===== src/rtl/jacobi_1d_invoker_pkg.sv =====
`default_nettype none
// +----------------------------------------------------------------------+
// | Package : jacobi_invoke_pkg                                          |
// | Brief   : Shared types and defaults for the jacobi_1d call invoker.  |
// | Rev     : 1.0  initial release                                       |
// +----------------------------------------------------------------------+
package jacobi_invoke_pkg;

  localparam int C_ADDR_W  = 64;
  localparam int C_STEP_W  = 16;
  localparam int C_TIMEOUT = 4096;

  typedef enum logic [1:0] {
    IDLE  = 2'd0,
    ISSUE = 2'd1,
    WAIT  = 2'd2,
    RESP  = 2'd3
  } state_t;

  typedef struct packed {
    logic [C_ADDR_W-1:0] a1;
    logic [C_ADDR_W-1:0] a2;
    logic [C_ADDR_W-1:0] b;
    logic [C_STEP_W-1:0] steps;
  } job_t;

  typedef struct packed {
    logic [C_STEP_W-1:0] steps;
    logic                timeout;
    logic [C_ADDR_W-1:0] last_b;
  } resp_t;

  // Odd-numbered calls run with A_1 and B exchanged.
  function automatic logic call_is_swapped(input logic call_idx_lsb);
    return call_idx_lsb;
  endfunction

endpackage
`default_nettype wire


===== src/rtl/jacobi_1d_invoker_if.sv =====
`default_nettype none
// +----------------------------------------------------------------------+
// | Interface : jacobi_1d_invoker_if                                     |
// | Brief     : Job, response and component call/return signals.        |
// |             master = invoker side, slave = host + component side.    |
// | Rev       : 1.0  initial release                                     |
// +----------------------------------------------------------------------+
interface jacobi_1d_invoker_if
  import jacobi_invoke_pkg::*;
#(
  parameter int ADDR_W = C_ADDR_W,
  parameter int STEP_W = C_STEP_W
) ();

  // job request
  logic              job_valid;
  logic              job_ready;
  logic [ADDR_W-1:0] job_a1;
  logic [ADDR_W-1:0] job_a2;
  logic [ADDR_W-1:0] job_b;
  logic [STEP_W-1:0] job_steps;

  // job response
  logic              resp_valid;
  logic              resp_ready;
  logic [STEP_W-1:0] resp_steps;
  logic              resp_timeout;
  logic [ADDR_W-1:0] resp_last_b;

  // component call / return
  logic              comp_start;
  logic              comp_busy;
  logic [ADDR_W-1:0] comp_a_1;
  logic [ADDR_W-1:0] comp_a_2;
  logic [ADDR_W-1:0] comp_b;
  logic              comp_done;
  logic              comp_stall;

  modport master (
    input  job_valid, job_a1, job_a2, job_b, job_steps,
    output job_ready,
    output resp_valid, resp_steps, resp_timeout, resp_last_b,
    input  resp_ready,
    output comp_start, comp_a_1, comp_a_2, comp_b, comp_stall,
    input  comp_busy, comp_done
  );

  modport slave (
    output job_valid, job_a1, job_a2, job_b, job_steps,
    input  job_ready,
    input  resp_valid, resp_steps, resp_timeout, resp_last_b,
    output resp_ready,
    input  comp_start, comp_a_1, comp_a_2, comp_b, comp_stall,
    output comp_busy, comp_done
  );

endinterface
`default_nettype wire


===== src/rtl/jacobi_1d_invoker_watchdog.sv =====
`default_nettype none
// +----------------------------------------------------------------------+
// | Module : hls_call_watchdog                                           |
// | Brief  : Counts enabled cycles since clear; flags the TIMEOUT-th     |
// |          enabled cycle. TIMEOUT == 0 disables the watchdog.          |
// | Rev    : 1.0  initial release                                        |
// +----------------------------------------------------------------------+
module hls_call_watchdog #(
  parameter int TIMEOUT = 4096
) (
  input  wire logic clk,
  input  wire logic rst,
  input  wire logic i_clear,
  input  wire logic i_enable,
  output logic      o_expired
);

  generate
    if (TIMEOUT == 0) begin : g_disabled
      logic w_unused;
      assign w_unused  = &{1'b0, clk, rst, i_clear, i_enable};
      assign o_expired = 1'b0;
    end else begin : g_enabled
      localparam int CNT_W = (TIMEOUT > 1) ? $clog2(TIMEOUT) : 1;
      localparam logic [CNT_W-1:0] C_LAST = CNT_W'(TIMEOUT - 1);

      logic [CNT_W-1:0] r_cnt;

      // First enabled cycle sees count 0, so count TIMEOUT-1 marks the TIMEOUT-th cycle.
      always_ff @(posedge clk) begin
        if (rst || i_clear) begin
          r_cnt <= '0;
        end else if (i_enable && (r_cnt != C_LAST)) begin
          r_cnt <= r_cnt + CNT_W'(1);
        end
      end

      assign o_expired = i_enable && (r_cnt == C_LAST);
    end
  endgenerate

endmodule
`default_nettype wire


===== src/rtl/jacobi_1d_invoker.sv =====
`default_nettype none
// +----------------------------------------------------------------------+
// | Module : jacobi_1d_invoker                                           |
// | Brief  : Caller-side driver for the jacobi_1d HLS component. Runs a  |
// |          job as a sequence of component calls, ping-ponging A_1/B,   |
// |          and reports completion or watchdog timeout.                 |
// | Rev    : 1.0  initial release                                        |
// +----------------------------------------------------------------------+
module jacobi_1d_invoker
  import jacobi_invoke_pkg::*;
#(
  parameter int ADDR_W  = C_ADDR_W,
  parameter int STEP_W  = C_STEP_W,
  parameter int TIMEOUT = C_TIMEOUT
) (
  input  wire logic            clk,
  input  wire logic            rst,
  jacobi_1d_invoker_if.master  bus,
  output logic [7:0]           stray_cnt
);

  state_t            r_state;

  // latched job
  logic [ADDR_W-1:0] r_a1;
  logic [ADDR_W-1:0] r_b;
  logic [STEP_W-1:0] r_steps;
  logic [STEP_W-1:0] r_step_cnt;
  logic [ADDR_W-1:0] r_last_b;

  // registered outputs
  logic              r_job_ready;
  logic              r_comp_start;
  logic              r_comp_stall;
  logic [ADDR_W-1:0] r_arg_a1;
  logic [ADDR_W-1:0] r_arg_a2;
  logic [ADDR_W-1:0] r_arg_b;
  logic              r_resp_valid;
  logic [STEP_W-1:0] r_resp_steps;
  logic              r_resp_timeout;
  logic [ADDR_W-1:0] r_resp_last_b;
  logic [7:0]        r_stray_cnt;

  logic [STEP_W-1:0] w_step_next;
  logic              w_wd_clear;
  logic              w_wd_enable;
  logic              w_wd_expired;

  assign w_step_next = r_step_cnt + STEP_W'(1);
  assign w_wd_enable = (r_state == WAIT);
  assign w_wd_clear  = (r_state != WAIT);

  hls_call_watchdog #(
    .TIMEOUT (TIMEOUT)
  ) u_watchdog (
    .clk       (clk),
    .rst       (rst),
    .i_clear   (w_wd_clear),
    .i_enable  (w_wd_enable),
    .o_expired (w_wd_expired)
  );

  // Job sequencing FSM: accept job, issue calls, await returns, present response.
  always_ff @(posedge clk) begin
    if (rst) begin
      r_state        <= IDLE;
      r_a1           <= '0;
      r_b            <= '0;
      r_steps        <= '0;
      r_step_cnt     <= '0;
      r_last_b       <= '0;
      r_job_ready    <= 1'b1;
      r_comp_start   <= 1'b0;
      r_comp_stall   <= 1'b0;
      r_arg_a1       <= '0;
      r_arg_a2       <= '0;
      r_arg_b        <= '0;
      r_resp_valid   <= 1'b0;
      r_resp_steps   <= '0;
      r_resp_timeout <= 1'b0;
      r_resp_last_b  <= '0;
    end else begin
      case (r_state)
        IDLE: begin
          if (bus.job_valid) begin
            r_a1        <= bus.job_a1;
            r_b         <= bus.job_b;
            r_steps     <= bus.job_steps;
            r_step_cnt  <= '0;
            r_last_b    <= bus.job_a1;
            r_arg_a1    <= bus.job_a1;
            r_arg_a2    <= bus.job_a2;
            r_arg_b     <= bus.job_b;
            r_job_ready <= 1'b0;
            if (bus.job_steps == '0) begin
              // Nothing to run: input buffer A_1 already holds the result.
              r_state        <= RESP;
              r_resp_valid   <= 1'b1;
              r_resp_steps   <= '0;
              r_resp_timeout <= 1'b0;
              r_resp_last_b  <= bus.job_a1;
              r_comp_stall   <= 1'b1;
            end else begin
              r_state      <= ISSUE;
              r_comp_start <= 1'b1;
              r_comp_stall <= 1'b1;
            end
          end
        end

        ISSUE: begin
          if (!bus.comp_busy) begin
            r_state      <= WAIT;
            r_comp_start <= 1'b0;
            r_comp_stall <= 1'b0;
          end
        end

        WAIT: begin
          if (bus.comp_done) begin
            // A done on the watchdog expiry cycle still counts as completion.
            r_step_cnt <= w_step_next;
            r_last_b   <= r_arg_b;
            if (w_step_next == r_steps) begin
              r_state        <= RESP;
              r_resp_valid   <= 1'b1;
              r_resp_steps   <= w_step_next;
              r_resp_timeout <= 1'b0;
              r_resp_last_b  <= r_arg_b;
              r_comp_stall   <= 1'b1;
            end else begin
              r_state      <= ISSUE;
              r_comp_start <= 1'b1;
              r_comp_stall <= 1'b1;
              if (call_is_swapped(w_step_next[0])) begin
                r_arg_a1 <= r_b;
                r_arg_b  <= r_a1;
              end else begin
                r_arg_a1 <= r_a1;
                r_arg_b  <= r_b;
              end
            end
          end else if (w_wd_expired) begin
            r_state        <= RESP;
            r_resp_valid   <= 1'b1;
            r_resp_steps   <= r_step_cnt;
            r_resp_timeout <= 1'b1;
            r_resp_last_b  <= r_last_b;
            r_comp_stall   <= 1'b1;
          end
        end

        RESP: begin
          if (bus.resp_ready) begin
            r_state      <= IDLE;
            r_resp_valid <= 1'b0;
            r_job_ready  <= 1'b1;
            r_comp_stall <= 1'b0;
          end
        end

        default: begin
          r_state <= IDLE;
        end
      endcase
    end
  end

  // Count returns arriving while no call is outstanding, saturating at 255.
  always_ff @(posedge clk) begin
    if (rst) begin
      r_stray_cnt <= '0;
    end else if ((r_state == IDLE) && bus.comp_done && (r_stray_cnt != 8'hFF)) begin
      r_stray_cnt <= r_stray_cnt + 8'd1;
    end
  end

  assign bus.job_ready    = r_job_ready;
  assign bus.comp_start   = r_comp_start;
  assign bus.comp_stall   = r_comp_stall;
  assign bus.comp_a_1     = r_arg_a1;
  assign bus.comp_a_2     = r_arg_a2;
  assign bus.comp_b       = r_arg_b;
  assign bus.resp_valid   = r_resp_valid;
  assign bus.resp_steps   = r_resp_steps;
  assign bus.resp_timeout = r_resp_timeout;
  assign bus.resp_last_b  = r_resp_last_b;
  assign stray_cnt        = r_stray_cnt;

endmodule
`default_nettype wire


===== src/flat_wrapper.sv =====
// flat-port wrapper written by rule: the top's interface ports become plain ports
module jacobi_1d_invoker_flat import jacobi_invoke_pkg::*;
#(
  parameter int ADDR_W  = C_ADDR_W,
  parameter int STEP_W  = C_STEP_W,
  parameter int TIMEOUT = C_TIMEOUT
)
  (clk, rst, stray_cnt, bus_job_valid, bus_job_a1, bus_job_a2, bus_job_b, bus_job_steps, bus_job_ready, bus_resp_valid, bus_resp_steps, bus_resp_timeout, bus_resp_last_b, bus_resp_ready, bus_comp_start, bus_comp_a_1, bus_comp_a_2, bus_comp_b, bus_comp_stall, bus_comp_busy, bus_comp_done);
  jacobi_1d_invoker_if #(.ADDR_W(ADDR_W), .STEP_W(STEP_W)) bus_i ();
  input  wire logic clk;
  input  wire logic rst;
  output logic [7:0] stray_cnt;
  input wire logic [$bits(bus_i.job_valid)-1:0] bus_job_valid;
  input wire logic [$bits(bus_i.job_a1)-1:0] bus_job_a1;
  input wire logic [$bits(bus_i.job_a2)-1:0] bus_job_a2;
  input wire logic [$bits(bus_i.job_b)-1:0] bus_job_b;
  input wire logic [$bits(bus_i.job_steps)-1:0] bus_job_steps;
  output wire logic [$bits(bus_i.job_ready)-1:0] bus_job_ready;
  output wire logic [$bits(bus_i.resp_valid)-1:0] bus_resp_valid;
  output wire logic [$bits(bus_i.resp_steps)-1:0] bus_resp_steps;
  output wire logic [$bits(bus_i.resp_timeout)-1:0] bus_resp_timeout;
  output wire logic [$bits(bus_i.resp_last_b)-1:0] bus_resp_last_b;
  input wire logic [$bits(bus_i.resp_ready)-1:0] bus_resp_ready;
  output wire logic [$bits(bus_i.comp_start)-1:0] bus_comp_start;
  output wire logic [$bits(bus_i.comp_a_1)-1:0] bus_comp_a_1;
  output wire logic [$bits(bus_i.comp_a_2)-1:0] bus_comp_a_2;
  output wire logic [$bits(bus_i.comp_b)-1:0] bus_comp_b;
  output wire logic [$bits(bus_i.comp_stall)-1:0] bus_comp_stall;
  input wire logic [$bits(bus_i.comp_busy)-1:0] bus_comp_busy;
  input wire logic [$bits(bus_i.comp_done)-1:0] bus_comp_done;
  assign bus_i.job_valid = bus_job_valid;
  assign bus_i.job_a1 = bus_job_a1;
  assign bus_i.job_a2 = bus_job_a2;
  assign bus_i.job_b = bus_job_b;
  assign bus_i.job_steps = bus_job_steps;
  assign bus_job_ready = bus_i.job_ready;
  assign bus_resp_valid = bus_i.resp_valid;
  assign bus_resp_steps = bus_i.resp_steps;
  assign bus_resp_timeout = bus_i.resp_timeout;
  assign bus_resp_last_b = bus_i.resp_last_b;
  assign bus_i.resp_ready = bus_resp_ready;
  assign bus_comp_start = bus_i.comp_start;
  assign bus_comp_a_1 = bus_i.comp_a_1;
  assign bus_comp_a_2 = bus_i.comp_a_2;
  assign bus_comp_b = bus_i.comp_b;
  assign bus_comp_stall = bus_i.comp_stall;
  assign bus_i.comp_busy = bus_comp_busy;
  assign bus_i.comp_done = bus_comp_done;
  jacobi_1d_invoker #(.ADDR_W(ADDR_W), .STEP_W(STEP_W), .TIMEOUT(TIMEOUT)) u_core (.clk(clk), .rst(rst), .bus(bus_i), .stray_cnt(stray_cnt));
endmodule

===== config.mk =====
export PLATFORM = sky130hd
export DESIGN_NAME = jacobi_1d_invoker_flat
export DESIGN_NICKNAME = d
export VERILOG_FILES = /design/src/rtl/jacobi_1d_invoker_pkg.sv /design/src/rtl/jacobi_1d_invoker_if.sv /design/src/rtl/jacobi_1d_invoker_watchdog.sv /design/src/rtl/jacobi_1d_invoker.sv /design/src/flat_wrapper.sv
export SDC_FILE = /design/constraint.sdc
export NUM_CORES = 1
export LEC_CHECK = 0
export ABC_AREA = 1
export CAP_MARGIN = 20
export CORE_MARGIN = 5
export CORE_UTILIZATION = 52
export CTS_CLUSTER_DIAMETER = 40
export CTS_CLUSTER_SIZE = 40
export DETAILED_ROUTE_END_ITERATION = 10
export MAX_ROUTING_LAYER = met4
export PLACE_DENSITY = 0.86
export SYNTH_ARGS = -nofsm -noshare
export SYNTH_HDL_FRONTEND = slang
export SYNTH_SLANG_ARGS = --single-unit

===== constraint.sdc =====
create_clock -name clk -period 3 [get_ports clk]
set_input_delay 0.3 -clock clk [delete_from_list [all_inputs] [get_ports clk]]
set_output_delay 0.3 -clock clk [all_outputs]
set_load 0.02 [all_outputs]

==> impl_results.md <==
- Status: complete, no violations
- Async SR Flop Fraction: 0%
- Critical path class: reg -> reg
- Critical path buffers and inverters: 2
- Period utilization: roughly nine tenths
- Area grow syn2layout: 31.10%
- Io pins: about 500
- Hold Buf Count CTS: 0
- Global route overflow: 0
- Worst Hold Launch: bus_job_a2[41]
- Initial Utilization: between 50 and 60%
- Critical path required time: about 3.5 ns
- Layer with the highest usage: met2
- Syn Area/Cell: between 6 and 7 um^2
- Min Clock Period, post-route: approximately 2.7 ns
- RSZ-0062 raised after global routing: false
- Max-Slew Margin vs Limit: 45.76%
- Leakage: 14.77 nW
- Later-pin clock latency in the skew report: around 0.6 ns
- Tot Pwr: between 0.02 and 0.03 W
- Fmax: around 370 MHz
- Sequential fraction of the synthesis area: a little over 40%
- Final Max Slew Viols: 0
- First-pass GRT wire length: between 100 and 150 mm
- Arrival time worst endpoint: around 3.2 ns
- H-tree depth: 3
- CP startpoint kind: register
- R2R depth: 17
- Number of synthesized flops with an enable pin: 0
- FF+latch count, synth: ~520
- Final cell count without fillers: slightly below 5000
- Count of different cell masters after synthesis: 34
- YS warnings: 0
- Final Hold Viols: 0
- Chip Width: 230.5 um
- Row count: 80
- Mapped Cells: just under 4000
- CTS Root Cell: clkbuf_16
- Sink Count: 523
- Vias in the first global route: between 20000 and 30000
- CP max FO: 40
- DP Cell Count: ~4700
- Die Height: approximately 230 um
- Delay-heaviest family, CP: simple AND/OR/NAND/NOR gates
- Worst Hold Depth: 3
- Wire per inst: approximately 18 um
- Post-DP HPWL: 53.62 mm
- Detailed Route WL: between 80 and 90 mm
- Core area: around 48000 um^2
- TritonCTS clock tree: built
- Largest net degree at the start of global routing: roughly 130
- Met3 usage: approximately 8%
- Residual DRC: 0
- Reg-to-Reg Start: u_core.r_step_cnt[1]
- Skew final: between 0.015 and 0.02 ns
- Fraction of layout cells with a size suffix above 1: approximately 4.7%
- Clock-pin slew on the worst setup and hold paths: roughly 0.060 ns
- Initial antenna violation count: 12
- Final setup TNS: 0 ns
- Worst path cell trace: ha_1 -> nand2_1 -> nor2_4 -> nand3_1 -> nand2_1 -> nand2_1 -> nand2_1 -> nand2_1 -> nor2_1 -> nand2_1 -> nor2_1 -> nand3_4 -> nand3_4 -> buf_12 -> nand2_1 -> inv_1 -> nor2_1
- GRT Util Overall: 31.89%
- Hold path endpoint: u_core.bus.comp_a_2[41]
- Max incr delay on CP: a little under 0.4 ns
- Max-cap violations: 0
- HP Class: in -> reg
- Ys flop type: dfxtp_1
- Mapped cell area: between 20000 and 30000 um^2
- M2 GR Usage: 49.36%
- FF-to-FF End: u_core.bus.comp_a_1[15]
- Most frequent CP cell: nand2_1
- Peak supply drop: roughly 0.56 mV
- Met1 GRT Util: between 30% and 40%
- Vias per cell: 5.604
- Drt pass-1 iters: 6
- Power per cell area: 855.0 nW/um^2
- Routed Antenna Nets: 0
- Final setup fails: 0
- DRT iter0 DRCs: 3200
- Total CTS buffers: 73
- Tightest Pin Transition: between 0.8 and 0.9 ns
- Layout Nets: between 4000 and 5000
- Longest Clk Path Bufs: 3
- Routed via count: about 27000
- CP Capture Type: register
- Gpl congestion: 0.9369
- Die ar.: around 53000 um^2
- Mapped Nets: 4092
- Reg2reg setup slack: 0.28 ns
- I/O Buffers: 498
- Slowest cell on crit path: dfxtp_1
worst register-to-register path, cell delays in order (launching register included):
cell,delay (ns)
dfxtp_1,0.39
ha_1,0.24
nand2_1,0.11
nor2_4,0.19
nand3_1,0.10
nand2_1,0.11
nand2_1,0.09
nand2_1,0.07
nand2_1,0.04
nor2_1,0.10
nand2_1,0.07
nor2_1,0.19
nand3_4,0.15
nand3_4,0.26
buf_12,0.27
nand2_1,0.13
inv_1,0.08
nor2_1,0.05
cells by family (layout without fill, tap and decap cells):
family                   after synthesis  after routing  share of synthesized area, %
flip-flops                           523            523                         41.41
AND/OR/NAND/NOR                     1604           1604                         26.43
other                                  0             13                             0
AO/OA/AOI/OAI                        850            850                         18.27
XOR/XNOR                               4              4                        0.1386
buffers and inverters                891           1283                         13.59
adder cells (fa/ha/maj)                3              3                        0.1485
placed cells by master (no fill, tap or decap), drive strengths merged:
cell type and count:
nand2 782, nand4 205, or2 1, clkdlybuf4s50 498
a31oi 66, buf 49, bufinv 4, clkbuf 92
xor2 4, diode 13, nor2 550, nor4 5
o21bai 2, nand3 49, nor3b 3, ha 3
a221oi 64, a21oi 276, dfxtp 523, nor3 4
nand3b 5, clkinvlp 6, clkinv 38, o21ai 427
inv 596, o21a 1, o211ai 12, a211oi 1
a21boi 1
where the power goes:
part,internal (W),switching (W)
combinational,0.00384,0.00656
sequential,0.00842,0.000961
clock,0.00520,0.00336
total,0.0175,0.0109
per-layer routing:
metal  vias up  wire length [um]  share of wire, %
met1     12370             33660                39
met4         0              4373               5.0
met5         -                 0                 0
met3       309              8940                10
met2      1633             39670                46
li1      13120                 -                 -
cells in the mapped netlist (2+ instances only):
| cell | number | share of area [%] |
|---|---|---|
| nor2_2 | 5 | 0.12 |
| inv_1 | 579 | 8.6 |
| nor4_1 | 5 | 0.12 |
| nor2_4 | 2 | 0.089 |
| o21ai_1 | 3 | 0.059 |
| nor3b_1 | 3 | 0.089 |
| clkinv_1 | 21 | 0.31 |
| buf_4 | 3 | 0.089 |
| nand2_2 | 2 | 0.049 |
| buf_1 | 16 | 0.24 |
| clkbuf_1 | 226 | 3.4 |
| nor3_1 | 4 | 0.079 |
| nand3b_1 | 5 | 0.15 |
| xor2_1 | 4 | 0.14 |
| nand2_1 | 780 | 12 |
| buf_6 | 5 | 0.22 |
| a21oi_1 | 276 | 5.5 |
| o21ai_0 | 424 | 8.4 |
| ha_1 | 3 | 0.15 |
| o211ai_1 | 12 | 0.36 |
| a221oi_1 | 64 | 2.2 |
| nor2_1 | 543 | 8.1 |
| buf_2 | 35 | 0.69 |
| a31oi_1 | 66 | 1.6 |
| inv_2 | 6 | 0.089 |
| dfxtp_1 | 523 | 41 |
| nand4_1 | 205 | 5.1 |
| o21bai_1 | 2 | 0.059 |
| nand3_1 | 48 | 0.95 |
cell type report:
type | count | area [um^2]
well taps | 615 | 769.5
flip-flops and latches | 523 | 10470
diodes | 13 | 32.53
clock buffers | 92 | 2032
fillers | 3809 | 14800
inverters | 606 | 2297
clock inverters | 38 | 381.6
multi-input cells | 2461 | 11470
repair buffers | 547 | 5689
worst max-delay path by stage:
stage | startpoint | end | slack (ns) | cells past startpoint
after floorplan | u_core.r_step_cnt[1] | u_core.bus.comp_b[42] | 0.80 | 18
after global placement | u_core.r_step_cnt[1] | u_core.bus.resp_steps[3] | 0.29 | 15
after CTS | u_core.r_step_cnt[1] | u_core.bus.comp_a_1[37] | 0.18 | 15
after global routing | u_core.r_step_cnt[1] | u_core.bus.comp_a_1[15] | 0.02 | 17
after detailed placement | u_core.r_step_cnt[1] | u_core.bus.resp_steps[3] | 0.25 | 15
final | u_core.r_step_cnt[1] | u_core.bus.comp_a_1[15] | 0.28 | 17
sequential cells by signal, indices dropped and copies added (netlist names):
register	count
u_core.bus.comp_a_1	64
u_core.bus.comp_a_2	64
u_core.bus.comp_b	64
u_core.bus.resp_last_b	64
u_core.r_a1	64
u_core.r_b	64
u_core.r_last_b	64
u_core.bus.resp_steps	16
u_core.r_step_cnt	16
u_core.r_steps	16
u_core.u_watchdog.g_enabled.r_cnt	12
u_core.stray_cnt	8
u_core.r_state	2
u_core.bus.comp_stall	1
u_core.bus.comp_start	1
u_core.bus.job_ready	1
u_core.bus.resp_timeout	1
u_core.bus.resp_valid	1
repair_timing:
item	in CTS	in global routing
resized for setup	0	4
setup endpoints to repair	0	135
buffers inserted	0	3
stage by stage:
stage	utilization [%]	cell area, um^2	worst slack, ns	hold WS [ns]
2_1_floorplan	-	25280	0.8034	0.3785
4_1_cts	68.98	33070	0.1786	0.2406
6_report	69.13	33140	0.2774	0.2689
3_5_place_dp	63.95	30660	0.2478	0.4647
5_1_grt	69.12	33140	0.01896	0.2599
3_3_place_gp	63.95	30660	0.2932	0.4556
No activity file was read; power rests on OpenSTA's default activity.
